===== config.mk =====
export PLATFORM = sky130hd
export DESIGN_NAME = mc_ctrl_flat
export DESIGN_NICKNAME = d
export VERILOG_FILES = /design/src/rtl/mc_ctrl_if.sv /design/src/rtl/mc_ctrl.sv /design/src/flat_wrapper.sv
export SDC_FILE = /design/constraint.sdc
export NUM_CORES = 1
export LEC_CHECK = 0
export CORE_ASPECT_RATIO = 1.4
export CORE_MARGIN = 4
export CORE_UTILIZATION = 30
export CTS_CLUSTER_DIAMETER = 50
export DETAILED_ROUTE_END_ITERATION = 8
export GPL_ROUTABILITY_DRIVEN = 0
export GPL_TIMING_DRIVEN = 0
export HOLD_SLACK_MARGIN = 0.05
export PLACE_DENSITY = 0.66
export SKIP_CTS_REPAIR_TIMING = 1
export SYNTH_ARGS = -nofsm -noshare
export SYNTH_HDL_FRONTEND = slang
export SYNTH_SLANG_ARGS = --single-unit

===== constraint.sdc =====
create_clock -name clk -period 2 [get_ports clk]
set_input_delay 0.3 -clock clk [delete_from_list [all_inputs] [get_ports clk]]
set_output_delay 0.3 -clock clk [all_outputs]
set_load 0.02 [all_outputs]

===== src/rtl/mc_ctrl_if.sv =====
// Memory request/acknowledge bundle between the mc_ctrl sequencer and
// the shared instruction/data memory.
interface mc_ctrl_if;
  logic mem_req;
  logic mem_we;
  logic mem_iord;
  logic mem_ack;

  modport master (output mem_req, output mem_we, output mem_iord, input mem_ack);
  modport slave  (input mem_req, input mem_we, input mem_iord, output mem_ack);
endinterface


===== src/rtl/mc_ctrl.sv =====
// Multi-cycle MIPS control sequencer: fetch/decode/execute/memory/write-back
// FSM with a req/ack memory handshake and combinational control outputs.
module mc_ctrl (
  input  logic       clk,
  input  logic       rst,
  input  logic [5:0] opcode,
  input  logic [5:0] funct,
  input  logic       zero,
  mc_ctrl_if.master  mem,
  output logic       pc_wr,
  output logic [1:0] pc_src,
  output logic       ir_wr,
  output logic       reg_wr,
  output logic [1:0] reg_dst,
  output logic [1:0] mem_to_reg,
  output logic       alu_src_b,
  output logic       ext_op,
  output logic [2:0] alu_op,
  output logic       instr_done,
  output logic       bad_instr,
  output logic [3:0] state
);

  typedef enum logic [3:0] {
    S_RESET   = 4'd0,
    S_FETCH   = 4'd1,
    S_DECODE  = 4'd2,
    S_EXE_R   = 4'd3,
    S_EXE_I   = 4'd4,
    S_MEM_ADR = 4'd5,
    S_MEM_RD  = 4'd6,
    S_MEM_WB  = 4'd7,
    S_MEM_WR  = 4'd8,
    S_BRANCH  = 4'd9,
    S_JUMP    = 4'd10,
    S_WB      = 4'd11
  } state_t;

  localparam logic [2:0] ALU_ADD = 3'b000;
  localparam logic [2:0] ALU_SUB = 3'b001;
  localparam logic [2:0] ALU_OR  = 3'b010;
  localparam logic [2:0] ALU_SLT = 3'b011;
  localparam logic [2:0] ALU_LUI = 3'b100;

  state_t state_q, state_d;

  logic is_rtype, is_addu, is_subu, is_slt, is_jr;
  logic is_ori, is_lui, is_lw, is_sw, is_beq, is_j, is_jal;

  // IR is stable after FETCH, so decoding it every cycle is safe.
  always_comb begin
    is_rtype = (opcode == 6'b000000);
    is_addu  = is_rtype && (funct == 6'b100001);
    is_subu  = is_rtype && (funct == 6'b100011);
    is_slt   = is_rtype && (funct == 6'b101010);
    is_jr    = is_rtype && (funct == 6'b001000);
    is_ori   = (opcode == 6'b001101);
    is_lui   = (opcode == 6'b001111);
    is_lw    = (opcode == 6'b100011);
    is_sw    = (opcode == 6'b101011);
    is_beq   = (opcode == 6'b000100);
    is_j     = (opcode == 6'b000010);
    is_jal   = (opcode == 6'b000011);
  end

  always_ff @(posedge clk or posedge rst) begin
    if (rst) state_q <= S_RESET;
    else     state_q <= state_d;
  end

  assign state = state_q;

  always_comb begin
    state_d      = state_q;
    pc_wr        = 1'b0;
    pc_src       = 2'b00;
    ir_wr        = 1'b0;
    mem.mem_req  = 1'b0;
    mem.mem_we   = 1'b0;
    mem.mem_iord = 1'b0;
    reg_wr       = 1'b0;
    reg_dst      = 2'b00;
    mem_to_reg   = 2'b00;
    alu_src_b    = 1'b0;
    ext_op       = 1'b0;
    alu_op       = ALU_ADD;
    instr_done   = 1'b0;
    bad_instr    = 1'b0;

    case (state_q)
      S_RESET: state_d = S_FETCH;

      S_FETCH: begin
        mem.mem_req = 1'b1;
        if (mem.mem_ack) begin
          ir_wr   = 1'b1;
          pc_wr   = 1'b1;
          state_d = S_DECODE;
        end
      end

      S_DECODE: begin
        if (is_addu || is_subu || is_slt)       state_d = S_EXE_R;
        else if (is_jr || is_j || is_jal)       state_d = S_JUMP;
        else if (is_ori || is_lui)              state_d = S_EXE_I;
        else if (is_lw || is_sw)                state_d = S_MEM_ADR;
        else if (is_beq)                        state_d = S_BRANCH;
        else begin
          bad_instr = 1'b1;
          state_d   = S_FETCH;
        end
      end

      S_EXE_R: begin
        alu_op  = is_subu ? ALU_SUB : (is_slt ? ALU_SLT : ALU_ADD);
        reg_dst = 2'b01;
        state_d = S_WB;
      end

      S_EXE_I: begin
        alu_src_b = 1'b1;
        alu_op    = is_lui ? ALU_LUI : ALU_OR;
        state_d   = S_WB;
      end

      // Destination is re-derived from the still-valid opcode rather than
      // being registered in the execute state.
      S_WB: begin
        reg_wr     = 1'b1;
        reg_dst    = is_rtype ? 2'b01 : 2'b00;
        instr_done = 1'b1;
        state_d    = S_FETCH;
      end

      S_MEM_ADR: begin
        alu_src_b = 1'b1;
        ext_op    = 1'b1;
        state_d   = is_sw ? S_MEM_WR : S_MEM_RD;
      end

      S_MEM_RD: begin
        mem.mem_req  = 1'b1;
        mem.mem_iord = 1'b1;
        if (mem.mem_ack) state_d = S_MEM_WB;
      end

      S_MEM_WB: begin
        reg_wr     = 1'b1;
        mem_to_reg = 2'b01;
        instr_done = 1'b1;
        state_d    = S_FETCH;
      end

      S_MEM_WR: begin
        mem.mem_req  = 1'b1;
        mem.mem_iord = 1'b1;
        mem.mem_we   = 1'b1;
        if (mem.mem_ack) begin
          instr_done = 1'b1;
          state_d    = S_FETCH;
        end
      end

      S_BRANCH: begin
        alu_op     = ALU_SUB;
        pc_src     = 2'b01;
        pc_wr      = zero;
        instr_done = 1'b1;
        state_d    = S_FETCH;
      end

      S_JUMP: begin
        pc_wr      = 1'b1;
        instr_done = 1'b1;
        pc_src     = is_jr ? 2'b11 : 2'b10;
        if (is_jal) begin
          reg_wr     = 1'b1;
          reg_dst    = 2'b10;
          mem_to_reg = 2'b10;
        end
        state_d = S_FETCH;
      end

      default: state_d = S_FETCH;
    endcase
  end

endmodule


===== src/flat_wrapper.sv =====
// flat-port wrapper written by rule: the top's interface ports become plain ports
module mc_ctrl_flat 
  (clk, rst, opcode, funct, zero, pc_wr, pc_src, ir_wr, reg_wr, reg_dst, mem_to_reg, alu_src_b, ext_op, alu_op, instr_done, bad_instr, state, mem_mem_req, mem_mem_we, mem_mem_iord, mem_mem_ack);
  mc_ctrl_if mem_i ();
  input  logic clk;
  input  logic rst;
  input  logic [5:0] opcode;
  input  logic [5:0] funct;
  input  logic zero;
  output logic pc_wr;
  output logic [1:0] pc_src;
  output logic ir_wr;
  output logic reg_wr;
  output logic [1:0] reg_dst;
  output logic [1:0] mem_to_reg;
  output logic alu_src_b;
  output logic ext_op;
  output logic [2:0] alu_op;
  output logic instr_done;
  output logic bad_instr;
  output logic [3:0] state;
  output wire logic [$bits(mem_i.mem_req)-1:0] mem_mem_req;
  output wire logic [$bits(mem_i.mem_we)-1:0] mem_mem_we;
  output wire logic [$bits(mem_i.mem_iord)-1:0] mem_mem_iord;
  input wire logic [$bits(mem_i.mem_ack)-1:0] mem_mem_ack;
  assign mem_mem_req = mem_i.mem_req;
  assign mem_mem_we = mem_i.mem_we;
  assign mem_mem_iord = mem_i.mem_iord;
  assign mem_i.mem_ack = mem_mem_ack;
  mc_ctrl u_core (.clk(clk), .rst(rst), .opcode(opcode), .funct(funct), .zero(zero), .mem(mem_i), .pc_wr(pc_wr), .pc_src(pc_src), .ir_wr(ir_wr), .reg_wr(reg_wr), .reg_dst(reg_dst), .mem_to_reg(mem_to_reg), .alu_src_b(alu_src_b), .ext_op(ext_op), .alu_op(alu_op), .instr_done(instr_done), .bad_instr(bad_instr), .state(state));
endmodule

[After elaboration in Yosys (flattened, before gate mapping)]
Cells that the tools add are included.
W data, S select, Z words.
Storage, ports and cells
  bits in registers: 4
  input bits: 16
  output and inout bits: 23
  logic and storage cells: 81
Cells by class
  equality and inequality tests: 25
  muxes and demuxes: 37
  reductions and logical operators: 18
Operator list (count)
  $mux W4: 9
  $eq A6 B6 Y1 const B: 5
  $pmux W4 S6: 1
  $eq A6 B4 Y1 const B: 3
  $eq A4 B3 Y1 const B: 4
  $eq A4 B4 Y1 const B: 4
  $mux W1: 16
  $eq A6 B2 Y1 const B: 2
  $pmux W3 S3: 1
  $eq A4 B2 Y1 const B: 2
  $pmux W2 S2: 2
  $reduce_or A2 Y1: 4
  $eq A6 B3 Y1 const B: 1
  $logic_not A6 Y1: 1
  $logic_or A1 B1 Y1: 6
  $mux W3: 2
  $ne A2 B2 Y1 const B: 3
  $pmux W2 S3: 1
  $eq A4 B1 Y1 const B: 1
  $logic_and A1 B1 Y1: 4
  $mux W2: 2
  $pmux W1 S2: 2
  $reduce_or A4 Y1: 1
  $pmux W1 S3: 1
  2 further kinds: 2

[Depth between registers and ports, before layout]
Gate-level depths: netlist of run 1.
  word-level depth: 7
  depth in mapped cells: 5
  gate-level depth less buffers: 4

[Least setup slack after synthesis of run 1]
Ideal clock, no wire load.
  kind: register to output
  start: reg u_core.state_q[2] (netlist: u_core.state[2])
  end: out mem_mem_req
  arrival: 1.617 ns
  data required time: 1.700 ns
  slack: 0.083 ns
  cell stages (with the launch flop): 5
  buffers on the path: 1
  cells stage by stage: dfrtp_1 > nand2b_1 > clkbuf_1 > nor3_1 > o21bai_1
Between the ends
  longest elaborated chain between the ends: 3
  elaborated cells between the ends (all ways): 5
  those cells by class: eq/ne (3); mux (1); reduce/logical (1)
RTL lines
  start: declaration: line mc_ctrl.sv:45  | state_t state_q, state_d;
  start signal: assignment: line mc_ctrl.sv:68  | else state_q <= state_d;
  $eq A4 B1 Y1, or another cell as far along: line mc_ctrl.sv:90  | case (state_q)
  $reduce_or A3 Y1 (no line) *
  $mux W1 *: line mc_ctrl.sv:90
  end: declaration: line flat_wrapper.sv:22  | output wire logic [$bits(mem_i.mem_req)-1:0] mem_mem_req;
Mark *: on every way between the ends. The rest lies on a longest branch, timed or not.

[Worst setup path in the final report of run 1]
  start: in funct[4]
  end: out alu_op[0]
Between the ends
  longest elaborated chain between the ends: 5
  elaborated cells between the ends (all ways): 7
  those cells by class: eq/ne (2); mux (3); reduce/logical (2)
RTL lines
  start: declaration: line flat_wrapper.sv:8  | input logic [5:0] funct;
  $eq A6 B6 Y1: line mc_ctrl.sv:55  | is_slt = is_rtype && (funct == 6'b101010);
  $logic_and A1 B1 Y1: line mc_ctrl.sv:55
  $mux W2: line mc_ctrl.sv:115  | alu_op = is_subu ? ALU_SUB : (is_slt ? ALU_SLT : ALU_ADD);
  $mux W3 *: line mc_ctrl.sv:115
  $pmux W3 S3 *: line mc_ctrl.sv:90
  end: declaration: line flat_wrapper.sv:18  | output logic [2:0] alu_op;
Marked as above.

==> flow_metrics.env, run 1 <==
export IMPL_setup_violations=2
export IMPL_r2r_cells=4
export IMPL_cp_arrival_ns=1.80
export IMPL_cts_tree="built"
export IMPL_grt_max_degree=11
export IMPL_synth_cells=100
export IMPL_clock_sinks=4
export IMPL_drive_above_1_share_pct=25.9
export IMPL_synth_area_leaders="dfrtp_1 (15%), nor2_1 (6.6%), o21ai_0 (5.9%)"
export IMPL_yosys_cell_types_count=39
export IMPL_hold_class="in2async"
export IMPL_worst_pin_slew_ns=0.350
export IMPL_layout_common_cells="dlymetal6s2s_1 (20), clkdlybuf4s50_1 (12), nor2_1 (11)"
export IMPL_hold_violations=0
export IMPL_status="finished with violations"
export IMPL_routed_wl_microns=2670
export IMPL_cp_cell_sequence="clkdlybuf4s50_1 -> nor2_2 -> nand4_4 -> or4_4 -> o22ai_2 -> buf_6"
export IMPL_post_place_cells=160
export IMPL_fin_crit_ns=2.10
export IMPL_total_leakage_power_nw=0.759
export IMPL_setup_slack_ns=-0.0971
export IMPL_cp_max_fo=3
export IMPL_syn2layout_area_growth_pct=84.2
export IMPL_drc=0
export IMPL_critPathKind="in2out"
export IMPL_rsz0062_at_grt="yes"
export IMPL_synth_seq_cells=4
export IMPL_die_h_microns=64.4
export IMPL_cp_start_kind="primary input"
export IMPL_clock_latency_ns=0.24
export IMPL_antenna_found_initial=0
export IMPL_ant_nets=0
export IMPL_async_reset_ff_share_pct=100
export IMPL_syn_cell_area_sq_um=681
export IMPL_vias_per_cell=6.01
export IMPL_synth_edf_count=0
export IMPL_rr_endpoint="u_core.state[3]"
export IMPL_dp_hpwl_microns=1820
export IMPL_fin_util_pct=57.6
export IMPL_cpPeakStageDelay_ns=0.51
export IMPL_cp_slowest_cell="or4_4"
export IMPL_largest_reg_flops=4
export IMPL_die_area_sq_um=3110
export IMPL_io_pins=39
export IMPL_final_common_cell="dlymetal6s2s_1"
export IMPL_r2r_slack_ns=0.54
export IMPL_grt_overflow_total=0
export IMPL_synth_top_cell_area_share_pct=14.7
export IMPL_drv_slew=0
export IMPL_seq_area_frac_synth_pct=14.7
export IMPL_cp_top_family="simple AND/OR/NAND/NOR gates"
export IMPL_violations="negative setup slack"
export IMPL_drt_iter0_markers=66
export IMPL_dieWidth_microns=48.3
export IMPL_grt_pass1_wl_microns=3840
export IMPL_worstReg2RegStart="u_core.state[1]"
export IMPL_start_util_pct=31.3
export IMPL_numCtsBuffers=3
export IMPL_antenna_cells=0
export IMPL_cp_num_buf_inv=2
export IMPL_rows=20
export IMPL_stdcell_count=165
export IMPL_max_slew_margin_pct=76.6
export IMPL_cts_buffer_depth=2
export IMPL_yosysTopAreaCell="dfrtp_1"
export IMPL_p_total_w=0.00115
export IMPL_synth_ff_type="dfrtp_1"
export IMPL_synth_avg_cell_area_sq_um=6.81
export IMPL_grt_use_total_pct=16.5
export IMPL_grt_pass1_vias=906
export IMPL_p_per_area_nw_per_um2=916
export IMPL_nNetsFinal=161
export IMPL_num_vias=992
export IMPL_fp_coreArea_sq_um=2180
export IMPL_tns_ns=-0.183
export IMPL_cts_max_level=1
export IMPL_yosys_warnings=0
export IMPL_worstSetupEndpointType="output port"
export IMPL_fmax_ghz=0.477
export IMPL_drt_first_pass_iters=4
export IMPL_synth_net_count=116
export IMPL_root_buffer="clkbuf_4"
export IMPL_fin_skew_ns=0.00437
export IMPL_cp_required_ns=1.70
export IMPL_wl_per_cell_microns=16.2
export IMPL_peakVddDrop_v=0.000625
export IMPL_hold_slack_ns=0.234
export IMPL_maxCapViolCount=0
export IMPL_period_share_pct=105
export IMPL_clk_pin_slew_worst_paths_ns=0.04
export IMPL_cp_depth=6
export IMPL_numPortBuffers=38
final cells by class:
| type | count | area [sq um] |
|---|---|---|
| fill | 206 | 923 |
| buffer | 4 | 25.0 |
| tap | 22 | 27.5 |
| clock buffer | 3 | 22.5 |
| timing repair buffer | 41 | 432 |
| sequential | 4 | 101 |
| inverter | 6 | 22.5 |
| multi-input combinational | 85 | 623 |
metal layers:
metal  track usage, %  up-vias  part of all wire (%)
li1                 -      470                     -
met1             20.0      450                    36
met3             1.69        9                   9.3
met4             7.07        0                   3.3
met2             27.5       63                    52
met5                0        -                     0
worst max-delay path by stage:
stage,from,to
final,funct[4],alu_op[0]
after CTS,opcode[5],alu_op[0]
after global placement,opcode[5],alu_op[0]
after detailed placement,opcode[5],alu_op[0]
after global routing,funct[4],alu_op[0]
after floorplan,u_core.state[2],mem_mem_req
synthesized netlist by cell type (2+ instances only):
cell type  count
o21ai_0        8
nand2_1        8
a31oi_1        2
and3_1         3
nor2_1        12
dfrtp_1        4
o2bb2ai_1      2
a21oi_1        6
or4_1          2
o21bai_1       2
nand3_1        2
and4_2         2
nor2b_1        6
nand2b_1       2
nor3_1         4
clkbuf_1       5
inv_1          6
a41oi_1        3
logic make-up (layout without fill, tap and decap cells):
group                  count (synthesis)  count (layout)  synth area share (%)
muxes                                  1               1                  1.47
and+or+nand+nor                       52              52                  45.0
AOI/OAI and AO/OA                     32              32                  32.7
DFF                                    4               4                  14.7
buffers and inverters                 11              54                  6.07
where the power goes:
part / switching (W) / internal, W / leakage, nW
combinational: 0.000509 / 0.000367 / 0.697
clock: 0.0000353 / 0.0000673 / 0.0138
sequential: 0.0000592 / 0.000111 / 0.0481
through the flow:
stage | instance area [sq um] | worst slack (ns)
2_1_floorplan | 681 | 0.0834
3_3_place_gp | 1090 | -0.944
3_5_place_dp | 1090 | -0.990
4_1_cts | 1110 | -0.991
5_1_grt | 1250 | -0.159
6_report | 1250 | -0.0971
Power figures use the tool's default switching activity.
==> inputs of run 2 (changes only) <==
- CTS_BUF_LIST: not set -> sky130_fd_sc_hd__clkbuf_4
- clock period: 2 -> 2.3 ns (I/O delays scaled with it)
==> run 2 against run 1 <==
  * Highest routed layer unchanged
  * Largest power group unchanged
  * Critical path depth is the same
  * Via count shrank 1.0%
  * Combinational power shrank 11%
  * Critical endpoint unchanged
  * Cell area shrank 0.50%
  * The run still ends with negative setup slack left
  * Non-clock buffer count grew 2
==> flow_metrics.env, run 2 (synthesis gave the netlist of run 1 again) <==
export IMPL_tns_ns=-0.00965
export IMPL_clock_latency_ns=0.24
export IMPL_cts_tree="built"
export IMPL_peakVddDrop_v=0.000452
export IMPL_dieWidth_microns=48.3
export IMPL_cp_cell_sequence="clkdlybuf4s50_1 -> nor2_2 -> nand4_4 -> or4_1 -> o22ai_2 -> clkbuf_2"
export IMPL_routed_wl_microns=2720
export IMPL_cts_buffer_depth=2
export IMPL_cp_required_ns=1.96
export IMPL_nNetsFinal=163
export IMPL_wl_per_cell_microns=16.3
export IMPL_critPathKind="in2out"
export IMPL_cp_arrival_ns=1.96
export IMPL_internal_power_w=0.000495
export IMPL_grt_overflow_total=0
export IMPL_final_common_cell="clkdlybuf4s50_1"
export IMPL_antenna_found_initial=0
export IMPL_ant_nets=0
export IMPL_violations="negative setup slack"
export IMPL_hold_class="in2async"
export IMPL_drc=0
export IMPL_largest_reg_flops=4
export IMPL_grt_pass1_wl_microns=3840
export IMPL_setup_slack_ns=-0.00965
export IMPL_antenna_cells=0
export IMPL_num_vias=982
export IMPL_seqPwrFrac_pct=15.0
export IMPL_swShare_pct=51.5
export IMPL_cts_max_level=1
export IMPL_rsz0062_at_grt="yes"
export IMPL_fmax_ghz=0.433
export IMPL_power_frac_clock_pct=9.0
export IMPL_numPortBuffers=38
export IMPL_start_util_pct=31.3
export IMPL_fp_coreArea_sq_um=2180
export IMPL_grt_pass1_vias=906
export IMPL_design_area_sq_um=1250
export IMPL_io_pins=39
export IMPL_layout_common_cells="clkdlybuf4s50_1 (19), dlymetal6s2s_1 (17), nor2_1 (11)"
export IMPL_rows=20
export IMPL_die_h_microns=64.4
export IMPL_vias_per_cell=5.88
export IMPL_fin_skew_ns=0.00914
export IMPL_fin_crit_ns=2.31
export IMPL_cpPeakStageDelay_ns=0.52
export IMPL_syn2layout_area_growth_pct=83.3
export IMPL_grt_use_total_pct=16.5
export IMPL_setup_violations=1
export IMPL_drt_first_pass_iters=4
export IMPL_fin_util_pct=57.3
export IMPL_root_buffer="clkbuf_4"
export IMPL_max_slew_margin_pct=70.7
export IMPL_grt_max_degree=11
export IMPL_clk_pin_slew_worst_paths_ns=0.04
export IMPL_post_place_cells=160
export IMPL_die_area_sq_um=3110
export IMPL_maxCapViolCount=0
export IMPL_p_per_area_nw_per_um2=818
export IMPL_p_comb_share_pct=76.1
export IMPL_cp_max_fo=3
export IMPL_switching_power_w=0.000526
export IMPL_clock_sinks=4
export IMPL_worst_pin_slew_ns=0.440
export IMPL_period_share_pct=100
export IMPL_place_area_sq_um=1090
export IMPL_cp_start_kind="primary input"
export IMPL_hold_violations=0
export IMPL_cp_slowest_cell="or4_1"
export IMPL_total_leakage_power_nw=0.704
export IMPL_drt_iter0_markers=60
export IMPL_status="finished with violations"
export IMPL_dp_hpwl_microns=1820
export IMPL_drv_slew=0
export IMPL_drive_above_1_share_pct=21.4
export IMPL_numCtsBuffers=3
export IMPL_stdcell_count=167
export IMPL_worstSetupEndpointType="output port"
## run 2: path summary, 6_finish.rpt
check	to	depth (start not counted)	startpoint	slack [ns]
max	alu_op[0]	6	funct[2]	-0.01
min	u_core.state[1]	2	rst	0.27
max reg2reg	u_core.state[0]	5	u_core.state[2]	0.75
min reg2reg	u_core.state[0]	2	u_core.state[3]	0.67
max in group asynchronous	u_core.state[3]	2	rst	1.86
min in group clk	u_core.state[2]	4	opcode[4]	0.66
## run 2: layer usage
layer	track usage (%)	part of all wire [%]	wire length, microns
met3	1.69	6.8	185
met2	27.5	52	1430
met4	7.07	2.2	61
met5	0	0	0
met1	20.0	38	1050
## run 2: area by class of cell
type | count | area [sq um]
fillers | 210 | 930
well taps | 22 | 27.5
repair buffers | 42 | 443
multi-input cells | 85 | 602
plain buffers | 5 | 26.3
clock buffers | 3 | 22.5
inverters | 6 | 22.5
flip-flops and latches | 4 | 104
## run 2: metrics by stage
| step | hold WS [ns] | total power (W) | setup WS (ns) |
|---|---|---|---|
| after floorplan | 0.111 | 0.000554 | 0.338 |
| after global placement | 0.531 | 0.000880 | -0.734 |
| after detailed placement | 0.532 | 0.000879 | -0.780 |
| after CTS | 0.278 | 0.000975 | -0.781 |
| after global routing | 0.313 | 0.00109 | -0.00832 |
| final | 0.273 | 0.00102 | -0.00965 |
## run 2: critical path, delay by kind of cell
kind,cells,cell delay [ns]
AOI/OAI and AO/OA,1,0.15
buffers and inverters,2,0.63
and+or+nand+nor,3,0.83
## run 2: power groups by stage
stage	logic [W]	registers, W	clock network (W)
after global routing	0.000838	0.000157	0.0000909
after detailed placement	0.000739	0.000140	0
after floorplan	0.000397	0.000158	0
final	0.000776	0.000153	0.0000915
after CTS	0.000746	0.000140	0.0000903
after global placement	0.000741	0.000139	0
==> inputs of run 3 (changes only) <==
- SLEW_MARGIN: not set -> 20
==> results of run 3 <==
Same layout as run 2: the final DEF is identical, and so are final timing and power.
